## config.mk

```make
export PLATFORM = sky130hd
export DESIGN_NAME = rx_atten_ctrl
export DESIGN_NICKNAME = d
export VERILOG_FILES = /design/src/rtl/rx_atten_ctrl.sv
export SDC_FILE = /design/constraint.sdc
export NUM_CORES = 1
export LEC_CHECK = 0
export BUFFER_PORTS_ARGS = -buffer_cell sky130_fd_sc_hd__buf_2
export CORE_MARGIN = 10
export CORE_UTILIZATION = 55
export DETAILED_ROUTE_END_ITERATION = 7
export GPL_TIMING_DRIVEN = 0
export PLACE_DENSITY_LB_ADDON = 0.25
export SYNTH_ARGS = -nofsm -noshare
export SYNTH_HDL_FRONTEND = slang
export SYNTH_SLANG_ARGS = --single-unit
export TNS_END_PERCENT = 100
```

## constraint.sdc

```tcl
create_clock -name CLK -period 4.7 [get_ports CLK]
set_input_delay 0.94 -clock CLK [delete_from_list [all_inputs] [get_ports CLK]]
set_output_delay 0.94 -clock CLK [all_outputs]
set_load 0.005 [all_outputs]
```

## src/rtl/rx_atten_ctrl.sv

```systemverilog
// rx_atten_ctrl
//   Automatic attenuation controller for the text receiver. It watches the raw
//   received sample stream in windows of WINDOW accepted samples and records
//   the peak of each window. From that peak it picks the attenuation code
//   (16/8/4/2) for the receiver's ATTEN_IN input. Once the code is locked, it
//   only changes after HOLD_WINDOWS consecutive identical differing decisions.
//
// Ports
//   CLK          in   1   system clock, rising edge
//   RESET        in   1   asynchronous, active-low reset
//   START        in   1   begin acquisition (sampled only in IDLE)
//   STOP         in   1   abort and return to IDLE (any state)
//   SAMPLE_VALID in   1   SIGNAL_IN holds a new sample this cycle
//   SIGNAL_IN    in  36   received sample, unsigned
//   ATTEN_OUT    out  5   attenuation code, always 16, 8, 4 or 2
//   ATTEN_VALID  out  1   one-cycle pulse when ATTEN_OUT is written
//   LOCKED       out  1   a decision has been made since the last START
//   BUSY         out  1   controller not in IDLE
//   PEAK_OUT     out 36   peak of the last completed window
module rx_atten_ctrl #(
  parameter int unsigned WINDOW       = 64,
  parameter int unsigned HOLD_WINDOWS = 2
) (
  input  logic        CLK,
  input  logic        RESET,
  input  logic        START,
  input  logic        STOP,
  input  logic        SAMPLE_VALID,
  input  logic [35:0] SIGNAL_IN,
  output logic [4:0]  ATTEN_OUT,
  output logic        ATTEN_VALID,
  output logic        LOCKED,
  output logic        BUSY,
  output logic [35:0] PEAK_OUT
);

  localparam int unsigned CW = $clog2(WINDOW + 1);

  typedef enum logic [1:0] {
    IDLE    = 2'd0,
    MEASURE = 2'd1,
    DECIDE  = 2'd2
  } state_t;

  state_t        state, state_nxt;
  logic [CW-1:0] count;
  logic [35:0]   peak;
  logic [4:0]    pend_code;
  logic [3:0]    pend_cnt;
  logic [4:0]    cand;
  logic          last_sample;
  logic          hold_met;

  assign last_sample = SAMPLE_VALID && (count == CW'(WINDOW - 1));

  // Widened by one bit so pend_cnt + 1 cannot wrap before the compare.
  assign hold_met = (({1'b0, pend_cnt} + 5'd1) == 5'(HOLD_WINDOWS));

  // Candidate code from the top three bits of the window peak.
  always_comb begin
    cand = 5'd2;
    if (peak[35])      cand = 5'd16;
    else if (peak[34]) cand = 5'd8;
    else if (peak[33]) cand = 5'd4;
  end

  // State register
  always_ff @(posedge CLK or negedge RESET) begin
    if (!RESET) state <= IDLE;
    else        state <= state_nxt;
  end

  // Next-state logic
  always_comb begin
    state_nxt = state;
    case (state)
      IDLE:    if (START && !STOP) state_nxt = MEASURE;
      MEASURE: begin
        if (STOP)             state_nxt = IDLE;
        else if (last_sample) state_nxt = DECIDE;
      end
      DECIDE:  state_nxt = STOP ? IDLE : MEASURE;
      default: state_nxt = IDLE;
    endcase
  end

  // Output logic
  always_comb begin
    BUSY = (state != IDLE);
  end

  // Window datapath and code-update rules
  always_ff @(posedge CLK or negedge RESET) begin
    if (!RESET) begin
      count       <= '0;
      peak        <= '0;
      pend_code   <= '0;
      pend_cnt    <= '0;
      ATTEN_OUT   <= 5'd16;
      ATTEN_VALID <= 1'b0;
      LOCKED      <= 1'b0;
      PEAK_OUT    <= '0;
    end else begin
      ATTEN_VALID <= 1'b0;
      case (state)
        IDLE: begin
          if (START && !STOP) begin
            count <= '0;
            peak  <= '0;
          end
        end
        MEASURE: begin
          if (STOP) begin
            count     <= '0;
            peak      <= '0;
            pend_code <= '0;
            pend_cnt  <= '0;
            LOCKED    <= 1'b0;
          end else if (SAMPLE_VALID) begin
            count <= count + 1'b1;
            if (SIGNAL_IN > peak) peak <= SIGNAL_IN;
          end
        end
        DECIDE: begin
          count <= '0;
          peak  <= '0;
          if (STOP) begin
            pend_code <= '0;
            pend_cnt  <= '0;
            LOCKED    <= 1'b0;
          end else begin
            PEAK_OUT <= peak;
            if (!LOCKED) begin
              ATTEN_OUT   <= cand;
              ATTEN_VALID <= 1'b1;
              LOCKED      <= 1'b1;
              pend_code   <= '0;
              pend_cnt    <= '0;
            end else if (cand == ATTEN_OUT) begin
              pend_cnt <= '0;
            end else if (cand == pend_code) begin
              // pend_cnt may be 0 here if a matching decision interrupted the
              // streak; that is then equivalent to starting a new pending run.
              if (hold_met) begin
                ATTEN_OUT   <= cand;
                ATTEN_VALID <= 1'b1;
                pend_code   <= '0;
                pend_cnt    <= '0;
              end else begin
                pend_cnt <= pend_cnt + 1'b1;
              end
            end else if (HOLD_WINDOWS == 1) begin
              ATTEN_OUT   <= cand;
              ATTEN_VALID <= 1'b1;
              pend_code   <= '0;
              pend_cnt    <= '0;
            end else begin
              pend_code <= cand;
              pend_cnt  <= 4'd1;
            end
          end
        end
        default: begin
          count <= '0;
          peak  <= '0;
        end
      endcase
    end
  end

endmodule

```

# Word level (Yosys, flattened, before mapping)
# Index checks and enable logic that the tools add are counted.
# word_totals
out_inout_bits	44
ff_bits	97
word_cells	87
in_bits	41
# classes
magnitude_cmp	1
muxes	44
bitwise_logic	1
add_sub_neg	3
n_reduce_logical	13
eq_ne	16
# op_table
operator	count
two-way mux 36 bit	4
case mux 36 bit (2 select lines)	1
two-way mux 5 bit	11
> comparator 36 bit	1
two-way mux 4 bit	7
two-way mux 7 bit	3
case mux 7 bit (2 select lines)	1
== test 5 bit	2
case mux 5 bit (2 select lines)	1
two-way mux 1 bit	9
inequality test 3 bit (second input constant)	3
case mux 4 bit (2 select lines)	1
AND reduction 2 bit	4
adder 7 x 1 -> 7 bit (second input constant)	1
== test 7 x 6 -> 1 bit (second input constant)	1
two-way mux 2 bit	3
inequality test 2 bit (second input constant)	3
case mux 2 bit (3 select lines)	1
adder 4 x 1 -> 5 bit (second input constant)	1
== test 5 x 2 -> 1 bit (second input constant)	1
inequality test 5 bit (second input constant)	1
AND reduction 5 bit	1
adder 4 x 1 -> 4 bit (second input constant)	1
inequality test 2 x 1 -> 1 bit (second input constant)	2
other kinds (12)	14

# Logic depth before layout (Yosys ltp)
# Gate-level depths: netlist (run 1).
# logic_depth
depth_word	9
depth_mapped	11
ltp_nobuf	8

# Worst setup path after synthesis (run 1)
# Ideal clock, no wire load.
# synth_timing
path_kind	input-to-reg
start	input port SIGNAL_IN[34]
end	register peak[25]
setup_time_ps	120
path_slack_ps	1746
stages	8
t_required_ps	4580
t_arrival_ps	2834
n_path_buf	1
cell_sequence	ha_1 > nand4_2 > or4_4 > a211o_1 > nand4_2 > o31ai_4 > buf_6 > a22o_4
# synth_between
elab_chain_cells	3
# synth_lines
item	line	text
start, declared	29	input logic [35:0] SIGNAL_IN,
> comparator 36 bit	121	if (SIGNAL_IN > peak) peak <= SIGNAL_IN;
inequality test 3 bit (no source line)	-	
AND reduction 3 bit (no source line)	-	
end signal, assigned	115	peak <= '0;
end signal, assigned	121	
end signal, assigned	126	peak <= '0;
end, declared	47	logic [35:0] peak;
# Every way passes these cells.
# A chain may end at the register's enable or synchronous reset.

# Worst setup path in the final report (run 1)
# layout_timing
start	register peak[35]
end	register peak[25]
# layout_between
elab_chain_cells	3
# layout_lines
item	line	text
start signal, assigned	96	peak <= '0;
start signal, assigned	109	peak <= '0;
start signal, assigned	115	
> comparator 36 bit	121	
inequality test 3 bit (no source line)	-	
AND reduction 3 bit (no source line)	-	
# Every way passes these cells.

==> results of run 1 <==
## cell type report
type / count / area, um^2
Buffer: 15 / 149
Clock buffer: 12 / 165
Multi-Input combinational cell: 269 / 2240
Sequential cell: 95 / 2380
Inverter: 41 / 154
Fill cell: 692 / 3010
Clock inverter: 4 / 52.6
Tap cell: 108 / 135
Timing Repair Buffer: 84 / 445
## worst max-delay path: stages (launching register included)
cell and delay (ns):
sky130_fd_sc_hd__dfrtp_1 0.42, sky130_fd_sc_hd__clkbuf_1 0.40, sky130_fd_sc_hd__inv_1 0.09, sky130_fd_sc_hd__ha_1 0.32
sky130_fd_sc_hd__nand4_2 0.16, sky130_fd_sc_hd__or4_4 0.59, sky130_fd_sc_hd__a211o_1 0.30, sky130_fd_sc_hd__nand4_2 0.13
sky130_fd_sc_hd__o31ai_4 0.14, sky130_fd_sc_hd__buf_6 0.19, sky130_fd_sc_hd__a22o_4 0.24
## synthesized netlist by cell type (all sizes together) (5+ instances only)
| library cell | number |
|---|---|
| nor3 | 9 |
| a21oi | 19 |
| nand2b | 5 |
| dfrtp | 94 |
| mux2 | 40 |
| buf | 10 |
| o21ai | 10 |
| xor2 | 7 |
| nand2 | 18 |
| nand3 | 6 |
| ha | 39 |
| nand4 | 10 |
| nor2 | 19 |
| a22o | 39 |
| inv | 41 |
| clkbuf | 5 |
## registers in the layout (all words and copies together) (netlist names)
signal and count:
LOCKED 1, pend_cnt 4, ATTEN_VALID 1, PEAK_OUT 36, ATTEN_OUT 4, peak 36, count 7, pend_code 4
state 2
## kinds of logic (layout without fill, tap and decap cells)
family | after synthesis | count (layout) | synth area share, %
adders and majority gates | 39 | 39 | 9.92
DFF | 95 | 95 | 48.4
other | 1 | 1 | 0.0763
xor gates and xnor gates | 11 | 11 | 1.96
muxes | 41 | 41 | 9.36
AOI/OAI and AO/OA | 101 | 101 | 16.1
and+or+nand+nor | 76 | 76 | 8.02
buffers and inverters | 56 | 156 | 6.16
## path summary, 6_finish.rpt
path / slack [ns] / end / from
max: 1.61 / peak[25]$_DFFE_PN0P_ / peak[35]$_DFFE_PN0P_
min: 0.50 / PEAK_OUT[7]$_DFFE_PN0P_ / PEAK_OUT[7]$_DFFE_PN0P_
max reg2reg: 1.61 / peak[25]$_DFFE_PN0P_ / peak[35]$_DFFE_PN0P_
min reg2reg: 0.50 / PEAK_OUT[7]$_DFFE_PN0P_ / PEAK_OUT[7]$_DFFE_PN0P_
max in group asynchronous: 3.48 / peak[25]$_DFFE_PN0P_ / RESET
min in group asynchronous: 0.57 / pend_cnt[3]$_DFFE_PN0P_ / RESET
## per-stage QoR
step | instance area [um^2] | instances
final | 5720 | 628
after global routing | 5720 | 628
after CTS | 5720 | 628
after detailed placement | 5500 | 612
after global placement | 5470 | 611
after floorplan | 4920 | 420
## power breakdown
part	leakage (uW)	switching [uW]	internal, uW
combinational	0.00145	155	114
clock	0.000101	286	290
sequential	0.00131	23.2	843
total	0.00286	465	1250
## metal layers
metal	wire length, um	part of all wire, %	vias to the layer above	GRT usage (%)
met1	4800	44	1777	21.4
met3	501	4.6	13	3.98
met5	0	0	-	0
met4	172	1.6	0	6.52
met2	5460	50	65	28.7
li1	-	-	1707	-
==> out/results.md, run 1 <==
| Result | This run | Unit |
| --- | --- | --- |
| Synthesized area divided by synthesized cell count | 11.7 | um^2 |
| Maximum number of pins on one net before global-route repair | 52 | - |
| Yosys top cell area share | 47.8 | % |
| Critical path fanouts, max | 10 | - |
| Highest Clock Rate | 0.324 | GHz |
| Initial DRC Count | 181 | - |
| Clk buf depth | 2 | - |
| Worst hold margin | 0.505 | ns |
| Antenna violations before repair | 0 | - |
| Final WS setup | 1.61 | ns |
| Part of the Yosys area used for sequential elements | 48.4 | % |
| Critical path endpoint category | flop | - |
| Count of port buffers added during placement | 83 | - |
| Cell count of the worst reg-to-reg path | 10 | - |
| Setup Skew | 0.00871 | ns |
| Count of endpoints failing hold in the final timing report | 0 | - |
| Arrival @ worst endpoint | 3.34 | ns |
| Startpoint kind of the worst setup timing path | flop | - |
| Pin slew with the least headroom to its limit | 0.638 | ns |
| Detail Placement HPWL | 8350 | um |
| Vias post-DR | 3,562 | - |
| Number of diodes added for antenna fixing | 0 | - |
| DRC Markers | 0 | - |
| TritonCTS clock tree | done | - |
| Hold Crit Class | flop to flop | - |
| Max-slew violation count | 0 | - |
| Total negative setup slack | 0 | ns |
| Post-synthesis net count | 500 | - |
| Total wire length after detailed routing | 10,900 | um |
| Number of nets with antenna violations after detailed routing | 0 | - |
| Average vias per placed instance | 5.67 | - |
| Primary flip-flop cell chosen by synthesis mapping | sky130_fd_sc_hd__dfrtp_1 | - |
| Die width | 115 | um |
| Growth of design area from synthesis to finish | 16.2 | % |
| TritonCTS Sinks | 95 | - |
| Top library cells by usage in the layout, fill and taps aside | sky130_fd_sc_hd__dfrtp_1, sky130_fd_sc_hd__buf_2, sky130_fd_sc_hd__inv_1 | - |
| Library cell occupying the most area in the post-synthesis netlist | sky130_fd_sc_hd__dfrtp_1 | - |
| Via count of the first global-routing pass | 3,882 | - |
| Final routed wire length divided by cell count | 17.4 | um |
| Pwr Density | 299 | nW/um^2 |
| Combined global-route utilization of all metal layers | 17.3 | % |
| Count of hold-fix buffers inserted at cts | 0 | - |
| Clock period minus worst slack | 3.09 | ns |
| Die footprint | 13,100 | um^2 |
| Data required time at the worst endpoint | 4.95 | ns |
| Boundary Pins | 85 | - |
| Wire length of the first global-routing pass | 18,600 | um |
| Std-Cell Core Area | 8720 | um^2 |
| Max-cap violations | 0 | - |
| Leakage power | 0.00286 | uW |
| Setup repair after global routing missed its margin | false | - |
| Number of nets at the end of the flow | 595 | - |
| Share of async-settable or async-resettable flops after synthesis | 100 | % |
| CTS buffer count | 9 | - |
| Setup Buffers After CTS | 0 | - |
| Later-pin clock latency in the skew report | 0.36 | ns |
| Type of the setup path with the least slack | flop to flop | - |
| Row Count | 34 | - |
| Number of register bits inferred by synthesis | 95 | - |
| Cell at the root of the clock tree | sky130_fd_sc_hd__clkbuf_8 | - |
| Result of the run | finished, final reports clean | - |
| Effective utilization at floorplan | 56.4 | % |
| Final count of negative-setup-slack endpoints | 0 | - |
| RePlAce Congestion | 0.797 | - |
| Number of distinct library cells after synthesis | 61 | - |
| H-tree Lvls | 3 | - |
| Cell depth of the worst hold path | 1 | - |
| Peak supply drop | 0.173 | mV |
| Share of the clock period used by the worst path after layout | 65.7 | % |
| Warning count from the yosys run | 0 | - |
| Commonest non-fill, non-tap cell in the layout | sky130_fd_sc_hd__dfrtp_1 | - |
| Cells after Synth | 420 | - |
| Post-placement setup slack | 1.42 | ns |
| Max-slew headroom | 57.5 | % |
| Die outline height | 115 | um |
| Post-layout utilization of the core | 65.5 | % |
| Post-synthesis instance area | 4920 | um^2 |
| Sum of overflow across all layers after global routing | 0 | - |
| Resize count post-CTS | 0 | - |
| Overall power after layout | 1710 | uW |
| Share of final-layout standard cells stronger than drive strength 1 | 30.8 | % |
| Pre-antenna DRT Iters | 4 | - |
| Area contributors post-synth | sky130_fd_sc_hd__dfrtp_1, sky130_fd_sc_hd__ha_1, sky130_fd_sc_hd__mux2_2 | - |
| EDFF count, synth | 0 | - |
| Clk slew on worst S/H paths | 0.09 | ns |
Note: power is estimated with default switching activity, not from simulation.
==> run 2: changes to the inputs <==
- CORE_UTILIZATION: 55 -> 51
- clock period: 4.7 -> 2.8 ns (I/O delays scaled with it)
==> run 2 against run 1 <==
Sequential share of layout area decreased by 0.47 points; first-iteration DRC count is 10% lower; design area grew 1.3%; power grew 72%; combinational power rose by 69%; via count down 0.67%; clock skew is 0.0012 ns higher; worst hold slack got worse by 0.29 ns; routed wire length fell by 0.83%; sequential power increased by 67%; critical path depth down 1; critical path type unchanged; critical endpoint is now peak[35]$_DFFE_PN0P_; largest cell class unchanged; largest power group unchanged.
==> out/results.md, run 2 (synthesized netlist as in run 1, its figures left out) <==
| Result | This run | Unit | Change |
| --- | --- | --- | --- |
| Later-pin clock latency in the skew report | 0.36 | ns | about the same |
| Row Count | 35 | - | +2.9% |
| Result of the run | finished, final reports clean | - |  |
| Number of nets at the end of the flow | 598 | - | +0.50% |
| Die footprint | 14,000 | um^2 | +6.4% |
| Post-layout utilization of the core | 62.1 | % | -3.5 points |
| Startpoint kind of the worst setup timing path | flop | - |  |
| Post-placement setup slack | -0.324 | ns | -1.75 ns |
| Commonest non-fill, non-tap cell in the layout | sky130_fd_sc_hd__dfrtp_1 | - |  |
| Sum of overflow across all layers after global routing | 0 | - | unchanged |
| Worst hold margin | 0.211 | ns | -0.293 ns |
| Number of nets with antenna violations after detailed routing | 0 | - | unchanged |
| RePlAce Congestion | 0.816 | - | +2.4% |
| Number of diodes added for antenna fixing | 0 | - | unchanged |
| Hold Crit Class | input port to asynchronous set/reset pin | - |  |
| Pre-antenna DRT Iters | 4 | - | unchanged |
| Leakage power | 0.00289 | uW | +1.1% |
| Count of hold-fix buffers inserted at cts | 0 | - | unchanged |
| Final count of negative-setup-slack endpoints | 0 | - | unchanged |
| Die width | 118 | um | +3.2% |
| Initial DRC Count | 162 | - | -10% |
| Overall power after layout | 2940 | uW | +72% |
| TritonCTS Sinks | 95 | - | unchanged |
| Share of final-layout standard cells stronger than drive strength 1 | 32.1 | % | +1.4 points |
| RR Endpoint | peak[35]$_DFFE_PN0P_ | - |  |
| Setup slack, reg-to-reg | 0.1 | ns | -1.51 ns |
| Growth of design area from synthesis to finish | 17.7 | % |  |
| Pin slew with the least headroom to its limit | 0.668 | ns | +0.0306 ns |
| Wire length of the first global-routing pass | 18,600 | um | -0.30% |
| Cell at the root of the clock tree | sky130_fd_sc_hd__clkbuf_8 | - |  |
| Highest Clock Rate | 0.370 | GHz | +14% |
| Final routed wire length divided by cell count | 16.6 | um | -4.5% |
| Effective utilization at floorplan | 52.7 | % | -3.7 points |
| Count of placed standard cells including taps | 633 | - | +3.4% |
| Peak supply drop | 0.292 | mV | +69% |
| Max-slew headroom | 55.4 | % | -2.0 points |
| Top library cells by usage in the layout, fill and taps aside | sky130_fd_sc_hd__dfrtp_1, sky130_fd_sc_hd__buf_2, sky130_fd_sc_hd__inv_1 | - |  |
| Detail Placement HPWL | 8210 | um | -1.7% |
| Critical path fanouts, max | 10 | - | unchanged |
| Average vias per placed instance | 5.43 | - | -4.3% |
| Max-cap violations | 0 | - | unchanged |
| Vias post-DR | 3,538 | - | -0.67% |
| Share of the clock period used by the worst path after layout | 96.5 | % | +31 points |
| Final WS setup | 0.0980 | ns | -1.51 ns |
| TritonCTS clock tree | done | - |  |
| Number of standard cells in the layout, taps in and fillers out | 652 | - | +3.8% |
| Clk slew on worst S/H paths | 0.09 | ns | about the same |
| Std-Cell Core Area | 9330 | um^2 | +7.0% |
| Boundary Pins | 85 | - | unchanged |
| CTS buffer count | 9 | - | unchanged |
| Type of the setup path with the least slack | flop to flop | - |  |
| Largest registers | PEAK_OUT x36, peak x36, count x7 | - |  |
| Pwr Density | 507 | nW/um^2 | +69% |
| Arrival @ worst endpoint | 2.96 | ns | -0.38 ns |
| DRC Markers | 0 | - | unchanged |
| Die outline height | 118 | um | +3.2% |
| Total wire length after detailed routing | 10,800 | um | -0.83% |
| H-tree Lvls | 3 | - | unchanged |
| Cell count of the worst reg-to-reg path | 9 | - | -1 |
| Setup Skew | 0.00994 | ns | +0.00123 ns |
| Critical path endpoint category | flop | - |  |
| Maximum number of pins on one net before global-route repair | 49 | - | -5.8% |
| Max-slew violation count | 0 | - | unchanged |
| Clk buf depth | 2 | - | unchanged |
| Via count of the first global-routing pass | 3,816 | - | -1.7% |
| Data required time at the worst endpoint | 3.06 | ns | -1.89 ns |
| Count of port buffers added during placement | 83 | - | unchanged |
| Antenna violations before repair | 0 | - | unchanged |
| Clock period minus worst slack | 2.70 | ns | -0.386 ns |
| Combined global-route utilization of all metal layers | 15.9 | % | -1.4 points |
| Reg-to-Reg Start | peak[34]$_DFFE_PN0P_ | - |  |
| Count of endpoints failing hold in the final timing report | 0 | - | unchanged |
[run 2: critical path, stage by stage, from the launching register on]
cell	delay (ns)
sky130_fd_sc_hd__dfrtp_2	0.41
sky130_fd_sc_hd__inv_1	0.07
sky130_fd_sc_hd__ha_1	0.32
sky130_fd_sc_hd__nand4_2	0.16
sky130_fd_sc_hd__or4_4	0.60
sky130_fd_sc_hd__a211o_1	0.32
sky130_fd_sc_hd__nand4_2	0.13
sky130_fd_sc_hd__o31ai_4	0.15
sky130_fd_sc_hd__buf_6	0.20
sky130_fd_sc_hd__a22o_4	0.25
[run 2: how the worst max path moves through the flow]
stage	start	endpoint	depth (start not counted)	slack [ns]
after floorplan	peak[35]$_DFFE_PN0P_	peak[25]$_DFFE_PN0P_	10	0.07
after global placement	peak[35]$_DFFE_PN0P_	peak[35]$_DFFE_PN0P_	10	-0.30
after detailed placement	peak[35]$_DFFE_PN0P_	peak[35]$_DFFE_PN0P_	10	-0.32
after CTS	peak[34]$_DFFE_PN0P_	peak[35]$_DFFE_PN0P_	9	0.009
after global routing	peak[34]$_DFFE_PN0P_	peak[35]$_DFFE_PN0P_	9	-0.01
final	peak[34]$_DFFE_PN0P_	peak[35]$_DFFE_PN0P_	9	0.1
[run 2: per-layer routing]
| metal | up-vias | global-route usage (%) | part of all wire [%] |
|---|---|---|---|
| met1 | 1744 | 19.4 | 45 |
| met3 | 10 | 4.85 | 4.6 |
| met4 | 0 | 4.02 | 1.3 |
| li1 | 1723 | - | - |
| met5 | - | 0 | 0 |
| met2 | 61 | 26.7 | 49 |
[run 2: area by class of cell]
class,instances,area [um^2]
plain buffers,13,141
clock buffers,11,151
clock inverters,5,80.1
fillers,763,3540
inverters,41,154
multi-input cells,269,2240
flip-flops and latches,95,2380
well taps,129,161
repair buffers,89,483
[run 2: through the flow]
stage | area, um^2 | TNS [ns]
global placement | 5490 | -9.30
finish | 5790 | 0
detailed placement | 5520 | -9.95
CTS | 5760 | 0
global route | 5790 | -0.0374
floorplan | 4920 | 0
[run 2: power breakdown]
part / switching [uW] / internal (uW)
Combinational: 259 / 197
Clock: 479 / 550
Sequential: 37.8 / 1420
[run 2: what timing repair did]
item | CTS | global route
pin swaps | 0 | 0
buffers inserted | 1 | 4
gates resized for setup | 3 | 0
endpoints found under the setup margin | 36 | 30
